**src/rtl/trap_sequencer.sv**
```systemverilog
// Trap sequencer: takes prioritised traps from decode, squashes younger work,
// hands a trap vector to fetch, then stalls while the pipeline refills.
module trap_sequencer #(
  parameter int unsigned DRAIN_CYCLES = 2,
  parameter logic [3:0]  VEC_BASE     = 4'h8
) (
  input  logic       clk,
  input  logic       reset,
  input  logic       pipe_valid,
  input  logic       GStrap,
  input  logic       trapinstr,
  input  logic       TAGtrap,
  input  logic       pov_unflow,
  input  logic       skipCONDenable,
  input  logic       cond_true,
  input  logic       fetch_ready,
  output logic       squash,
  output logic       stall,
  output logic       trap_valid,
  output logic [7:0] trap_vector,
  output logic       skip_next,
  output logic       busy,
  output logic [7:0] trap_count
);

  typedef enum logic [1:0] {
    IDLE   = 2'd0,
    SQUASH = 2'd1,
    VECTOR = 2'd2,
    DRAIN  = 2'd3
  } state_t;

  localparam logic [3:0] DRAIN_LOAD = 4'(DRAIN_CYCLES);

  state_t     state, state_next;
  logic [3:0] cause, cause_next;
  logic [3:0] drain_cnt, drain_cnt_next;
  logic [7:0] count_q, count_next;
  logic       skip_q, skip_q_next;

  logic       any_trap;
  logic       take_trap;
  logic       skip_cond;
  logic [3:0] cause_sel;

  // Trap and skip requests only matter while idle; everything else ignores them.
  always_comb begin
    any_trap  = TAGtrap | pov_unflow | GStrap | trapinstr;
    take_trap = (state == IDLE) & pipe_valid & any_trap;
    skip_cond = (state == IDLE) & pipe_valid & skipCONDenable & cond_true & ~any_trap;

    cause_sel = 4'h0;
    if (TAGtrap) begin
      cause_sel = 4'h1;
    end else if (pov_unflow) begin
      cause_sel = 4'h2;
    end else if (GStrap) begin
      cause_sel = 4'h3;
    end else if (trapinstr) begin
      cause_sel = 4'h4;
    end
  end

  always_comb begin
    state_next     = state;
    cause_next     = cause;
    drain_cnt_next = drain_cnt;
    count_next     = count_q;
    skip_q_next    = skip_cond;

    case (state)
      IDLE: begin
        if (take_trap) begin
          state_next = SQUASH;
          cause_next = cause_sel;
        end
      end
      SQUASH: begin
        state_next = VECTOR;
      end
      VECTOR: begin
        if (fetch_ready) begin
          state_next     = DRAIN;
          drain_cnt_next = DRAIN_LOAD;
          count_next     = (count_q == 8'hFF) ? 8'hFF : count_q + 8'h01;
        end
      end
      DRAIN: begin
        // The load value counts the first drain cycle, so leave on the last one.
        if (drain_cnt <= 4'h1) begin
          state_next     = IDLE;
          drain_cnt_next = 4'h0;
        end else begin
          drain_cnt_next = drain_cnt - 4'h1;
        end
      end
      default: begin
        state_next = IDLE;
      end
    endcase
  end

  always_ff @(posedge clk) begin
    if (reset) begin
      state     <= IDLE;
      cause     <= 4'h0;
      drain_cnt <= 4'h0;
      count_q   <= 8'h00;
      skip_q    <= 1'b0;
    end else begin
      state     <= state_next;
      cause     <= cause_next;
      drain_cnt <= drain_cnt_next;
      count_q   <= count_next;
      skip_q    <= skip_q_next;
    end
  end

  // Every output is a decode of registered state, so there is no input-to-output path.
  assign squash      = (state == SQUASH);
  assign stall       = (state != IDLE);
  assign trap_valid  = (state == VECTOR);
  assign busy        = (state != IDLE);
  assign skip_next   = skip_q & (state == IDLE);
  assign trap_vector = {VEC_BASE, cause};
  assign trap_count  = count_q;

endmodule

```
**config.mk**
```make
export PLATFORM = sky130hd
export DESIGN_NAME = trap_sequencer
export DESIGN_NICKNAME = d
export VERILOG_FILES = /design/src/rtl/trap_sequencer.sv
export SDC_FILE = /design/constraint.sdc
export NUM_CORES = 1
export LEC_CHECK = 0
export BUFFER_PORTS_ARGS = -buffer_cell sky130_fd_sc_hd__buf_2
export CAP_MARGIN = 10
export CELL_PAD_IN_SITES_DETAIL_PLACEMENT = 1
export CELL_PAD_IN_SITES_GLOBAL_PLACEMENT = 2
export CORE_UTILIZATION = 30
export CTS_BUF_LIST = sky130_fd_sc_hd__clkbuf_8
export CTS_CLUSTER_DIAMETER = 200
export DETAILED_ROUTE_END_ITERATION = 7
export PLACE_DENSITY_LB_ADDON = 0.3
export SYNTH_ARGS = -nofsm -noshare
export SYNTH_HDL_FRONTEND = slang
export SYNTH_SLANG_ARGS = --single-unit
```
**constraint.sdc**
```tcl
create_clock -name clk -period 1.6 [get_ports clk]
set_input_delay 0.08 -clock clk [delete_from_list [all_inputs] [get_ports clk]]
set_output_delay 0.08 -clock clk [all_outputs]
set_load 0.02 [all_outputs]
```
==> flow_metrics.env, run 1 <==
export IMPL_grt_pass1_wl_mm=3.90
export IMPL_critPathLaunch="state[0]"
export IMPL_io_pins=31
export IMPL_htree_levels=1
export IMPL_worstHoldStart="cond_true"
export IMPL_p_seq_share_pct=33.5
export IMPL_drive_above_1_share_pct=30.3
export IMPL_synthesis_area_um2=1030
export IMPL_critical_path_class="reg2out"
export IMPL_syn_area_per_cell_um2=8.62
export IMPL_critPathArrivalTime_ns=1.44
export IMPL_p_comb_share_pct=46.2
export IMPL_swShare_pct=40.2
export IMPL_n_antenna_cell=0
export IMPL_fin_crit_sh_pct=94.9
export IMPL_cts_tree="built"
export IMPL_maxSlewViolCount=0
export IMPL_end_kind="output pin"
export IMPL_setup_viol=0
export IMPL_outcome="finished clean"
export IMPL_yosysSeqAreaShare_pct=34.8
export IMPL_cts_setup_buffers=0
export IMPL_finalHoldViolations=0
export IMPL_seqCellArea_um2=360
export IMPL_fin_crit_ns=1.52
export IMPL_r2r_end="state[0]"
export IMPL_cp_slowest_cell="dfxtp_1"
export IMPL_synthCells=120
export IMPL_worstPathCellList="inv_1 > ha_1 > buf_4 > and2_1 > buf_2"
export IMPL_postRouteAntennaNets=0
export IMPL_p_sw_uw=733
export IMPL_synthArstFlopShare_pct=0
export IMPL_core_um2=3150
export IMPL_grt_pass1_vias=878
export IMPL_grtUsageTotal_pct=14.3
export IMPL_rows=20
export IMPL_wl_per_cell_um=12.1
export IMPL_ir_drop_v=0.000582
export IMPL_worstPathRequired_ns=1.52
export IMPL_cp_max_fo=5
export IMPL_cts_buffers=3
export IMPL_multi_input_area_um2=627
export IMPL_p_leak_nw=0.538
export IMPL_layout_cells_most_common="buf_2"
export IMPL_rsz0062_at_grt="true"
export IMPL_clock_skew_ns=0.00242
export IMPL_final_cell_mix="25 x buf_2, 18 x dfxtp_1, 15 x nor2_1"
export IMPL_hold_buffers=0
export IMPL_max_stage_delay_ns=0.40
export IMPL_synth_flop_cell="dfxtp_1"
export IMPL_dp_hpwl_mm=1.80
export IMPL_drt_iter0_drc=39
export IMPL_ys_types=35
export IMPL_timing_hold_ws_ns=0.113
export IMPL_fill_cells=397
export IMPL_area_growth_pct=21.8
export IMPL_start_kind="flop"
export IMPL_power_density_nw_per_um2=1450
export IMPL_synth_seq_cells=18
export IMPL_wirelength_mm=2.30
export IMPL_path_clk_slew_ns=0.07
export IMPL_port_buffers=25
export IMPL_r2r_start="drain_cnt[0]"
export IMPL_fin_nets=164
export IMPL_hp_class="in2reg"
export IMPL_ctsRootBufferMaster="clkbuf_8"
export IMPL_timing_fmax_mhz=659
export IMPL_setup_worst_path_end="skip_next"
export IMPL_grt_max_degree=18
export IMPL_fp_dieH_um=60.7
export IMPL_ys_warn_count=0
export IMPL_fin_util_pct=40.0
export IMPL_fp_dieW_um=60.7
export IMPL_start_util_pct=32.8
export IMPL_fp_dieArea_um2=3690
export IMPL_r2r_setup_slack_ns=0.11
export IMPL_p_int_mw=1.09
export IMPL_synth_edf_count=0
export IMPL_gp_congestion=0.761
export IMPL_clkPwrFrac_pct=20.3
export IMPL_clock_sinks=18
export IMPL_routed_via_density=4.69
export IMPL_antenna_found_initial=0
export IMPL_grt_overflow_total=0
export IMPL_firstDrtPassIters=4
export IMPL_clock_latency_ns=0.25
export IMPL_maxCapViolCount=0
export IMPL_cts_buffer_depth=2
export IMPL_r2r_cells=7
export IMPL_dr_total_vias=887
export IMPL_drc=0
-- worst min-delay path by stage --
stage | cells after the start | end
CTS | 3 | skip_q
global route | 3 | skip_q
detailed placement | 3 | skip_q
floorplan | 2 | skip_q
global placement | 3 | skip_q
finish | 3 | skip_q
-- cells in the mapped netlist (all sizes together), types with 2 or more instances --
cell type	instances	share of area, %
o21ai	3	1.8
buf	8	5.2
and3	2	1.7
nor3	9	5.3
conb	2	0.73
or3	2	1.2
a21oi	7	3.4
xor2	5	4.2
ha	8	9.7
nand4	5	3.0
o31ai	2	1.9
and2	2	1.2
xnor2	3	2.5
inv	6	2.2
a31oi	3	1.8
nor2	15	5.4
a211oi	3	2.7
nand2	7	2.5
nand3	2	0.97
dfxtp	18	35
-- per-stage QoR --
stage               setup TNS, ns  instances  worst slack [ns]  area, um2  total power [mW]
finish                          0        189            0.0816       1260              1.82
global route              -0.0162        189           -0.0109       1260              1.97
CTS                             0        189            0.0242       1240              1.82
detailed placement              0        185            0.0208       1180              1.43
global placement                0        185             0.141       1180              1.42
floorplan                       0        123            0.0570       1050              1.25
-- flip-flops by register name (all words and copies together) (netlist names) --
| name | cells |
|---|---|
| trap_count | 8 |
| drain_cnt | 4 |
| cause | 3 |
| state | 2 |
| skip_q | 1 |
-- cell families (layout without fill, tap and decap cells) --
kind of cell,after synthesis,after routing,synth area share (%)
mux,1,1,1.09
compound gates,20,20,13.3
fa+ha+maj,8,8,9.67
simple gates,48,48,25.9
buf+inv,15,37,7.74
other cells,2,5,0.726
xor+xnor,8,8,6.77
flops,18,18,34.8
-- per-layer routing --
metal  part of all wire [%]  wire, um  GRT usage (%)
met4                   0.61        14           3.90
met2                     49      1120           24.3
met3                    4.3        98           4.48
met5                      0         0              0
met1                     46      1060           17.3
-- power groups by stage --
| stage | Clock, mW | Sequential, mW | Combinational, mW |
|---|---|---|---|
| 2_1_floorplan | 0 | 0.623 | 0.623 |
| 3_3_place_gp | 0 | 0.606 | 0.812 |
| 3_5_place_dp | 0 | 0.610 | 0.824 |
| 4_1_cts | 0.389 | 0.601 | 0.834 |
| 5_1_grt | 0.406 | 0.620 | 0.947 |
| 6_report | 0.370 | 0.610 | 0.842 |
-- repair_timing --
action / 4_1_cts / 5_1_grt
pin swaps: 0 / 1
setup endpoints to repair: 1 / 10
gates resized for setup: 1 / 4
-- area by class of cell --
type	instances	share of cell area [%]
Clock buffer	4	4.37
Inverter	6	1.79
Multi-Input combinational cell	90	49.8
Sequential cell	18	28.6
Tap cell	44	4.37
Timing Repair Buffer	27	11.1
-- critical path, delay by kind of cell (launching register included) --
kind | cells | cell delay, ns
adder cells (fa/ha/maj) | 1 | 0.23
flip-flops | 1 | 0.40
AND/OR/NAND/NOR | 1 | 0.13
buffers and inverters | 3 | 0.43
Note: power is estimated with default switching activity, not from simulation.
==> run 2, diff against run 1 <==
Settings changed: MAX_ROUTING_LAYER from default to met4.
==> run 2 against run 1 <==
- sequential power about the same
- via count shrank 0.11%
- non-clock buffer count is the same
- critical endpoint unchanged
- largest power group unchanged
==> flow_metrics.env, run 2 (synthesis results as in run 1) <==
export IMPL_worstPathRequired_ns=1.52
export IMPL_maxCapViolCount=0
export IMPL_io_pins=31
export IMPL_holdPathEnd="skip_q"
export IMPL_dp_hpwl_mm=1.80
export IMPL_outcome="finished clean"
export IMPL_fin_area_um2=1260
export IMPL_fp_dieW_um=60.7
export IMPL_maxSlewViolCount=0
export IMPL_rows=20
export IMPL_core_um2=3150
export IMPL_firstDrtPassIters=4
export IMPL_r2r_start="drain_cnt[0]"
export IMPL_start_kind="flop"
export IMPL_timing_fmax_mhz=659
export IMPL_place_area_um2=1180
export IMPL_clock_skew_ns=0.00225
export IMPL_htree_levels=1
export IMPL_critical_path_class="reg2out"
export IMPL_hold_buffers=0
export IMPL_path_clk_slew_ns=0.07
export IMPL_power_density_nw_per_um2=1450
export IMPL_tns_ns=0
export IMPL_placed_cells=185
export IMPL_wl_per_cell_um=12.1
export IMPL_routed_via_density=4.69
export IMPL_port_buffers=25
export IMPL_postRouteAntennaNets=0
export IMPL_drc=0
export IMPL_n_antenna_cell=0
export IMPL_r2r_end="state[0]"
export IMPL_grt_pass1_vias=877
export IMPL_ctsRootBufferMaster="clkbuf_8"
export IMPL_fin_crit_sh_pct=94.9
export IMPL_gp_congestion=0.771
export IMPL_layout_cells_most_common="buf_2"
export IMPL_timing_hold_ws_ns=0.113
export IMPL_start_util_pct=32.8
export IMPL_setup_viol=0
export IMPL_clock_latency_ns=0.25
export IMPL_holdPathStages=3
export IMPL_p_leak_nw=0.538
export IMPL_hp_class="in2reg"
export IMPL_r2r_setup_slack_ns=0.11
export IMPL_fin_nets=164
export IMPL_grt_overflow_total=0
export IMPL_antenna_found_initial=0
export IMPL_fp_dieArea_um2=3690
export IMPL_largest_reg_flops=8
export IMPL_end_kind="output pin"
export IMPL_fin_crit_ns=1.52
export IMPL_cp_max_fo=5
export IMPL_wirelength_mm=2.30
export IMPL_power_total_mw=1.82
export IMPL_ir_drop_v=0.000582
export IMPL_critPathArrivalTime_ns=1.44
export IMPL_grt_max_degree=18
export IMPL_cts_buffers=3
export IMPL_fin_cells=189
export IMPL_area_growth_pct=21.8
export IMPL_grtUsageTotal_pct=14.8
export IMPL_worstHoldStart="cond_true"
export IMPL_drt_iter0_drc=37
export IMPL_finalHoldViolations=0
export IMPL_cts_buffer_depth=2
export IMPL_r2r_cells=7
export IMPL_grt_pass1_wl_mm=3.91
export IMPL_dr_total_vias=886
export IMPL_final_cell_mix="25 x buf_2, 18 x dfxtp_1, 15 x nor2_1"
export IMPL_cts_tree="built"
export IMPL_cts_setup_buffers=0
export IMPL_fp_dieH_um=60.7
export IMPL_drive_above_1_share_pct=30.3
export IMPL_clock_sinks=18
export IMPL_rsz0062_at_grt="true"
==> run 2: cell counts in the layout (fill, tap and decap cells not counted) <==
Identical to the previous run, type by type.
==> run 2: critical path: stages (launching register included) <==
cell and delay [ns]:
dfxtp_1 0.40, inv_1 0.13, ha_1 0.23, buf_4 0.15
and2_1 0.13, buf_2 0.15
==> run 2: how the worst max path moves through the flow <==
stage	start	to	slack, ns	cells after the start
2_1_floorplan	state[0]	drain_cnt[2]	0.06	6
5_1_grt	state[1]	skip_next	-0.01	5
3_3_place_gp	state[0]	drain_cnt[2]	0.14	6
3_5_place_dp	state[0]	trap_count[3]	0.02	5
4_1_cts	state[0]	trap_count[6]	0.02	6
6_report	state[0]	skip_next	0.08	5
==> run 2: routing by layer <==
| metal | GRT usage (%) | share of wire [%] | up-vias |
|---|---|---|---|
| met3 | 4.48 | 4.3 | 2 |
| met1 | 17.5 | 46 | 416 |
| li1 | - | - | 452 |
| met4 | 3.90 | 0.61 | 0 |
| met5 | - | 0 | - |
| met2 | 24.3 | 49 | 16 |
==> run 2: final cells by class <==
class | count | area (um2)
Fill cell | 397 | 1890
Multi-Input combinational cell | 90 | 627
Sequential cell | 18 | 360
Timing Repair Buffer | 27 | 140
Clock buffer | 4 | 55.1
Tap cell | 44 | 55.1
Inverter | 6 | 22.5
==> run 2: metrics by stage <==
step,worst slack [ns],util [%]
floorplan,0.0570,-
global placement,0.141,37.5
detailed placement,0.0208,37.5
CTS,0.0242,39.4
global route,-0.0109,40.0
finish,0.0816,40.0
==> run 2: repair_timing <==
action / CTS / global route
resized for setup: 1 / 4
setup endpoints to repair: 1 / 10
pin swaps: 0 / 1
==> run 2: power breakdown <==
part / internal [mW] / switching (mW)
Clock: 0.218 / 0.152
Sequential: 0.528 / 0.0812
Combinational: 0.342 / 0.500
Total: 1.09 / 0.733
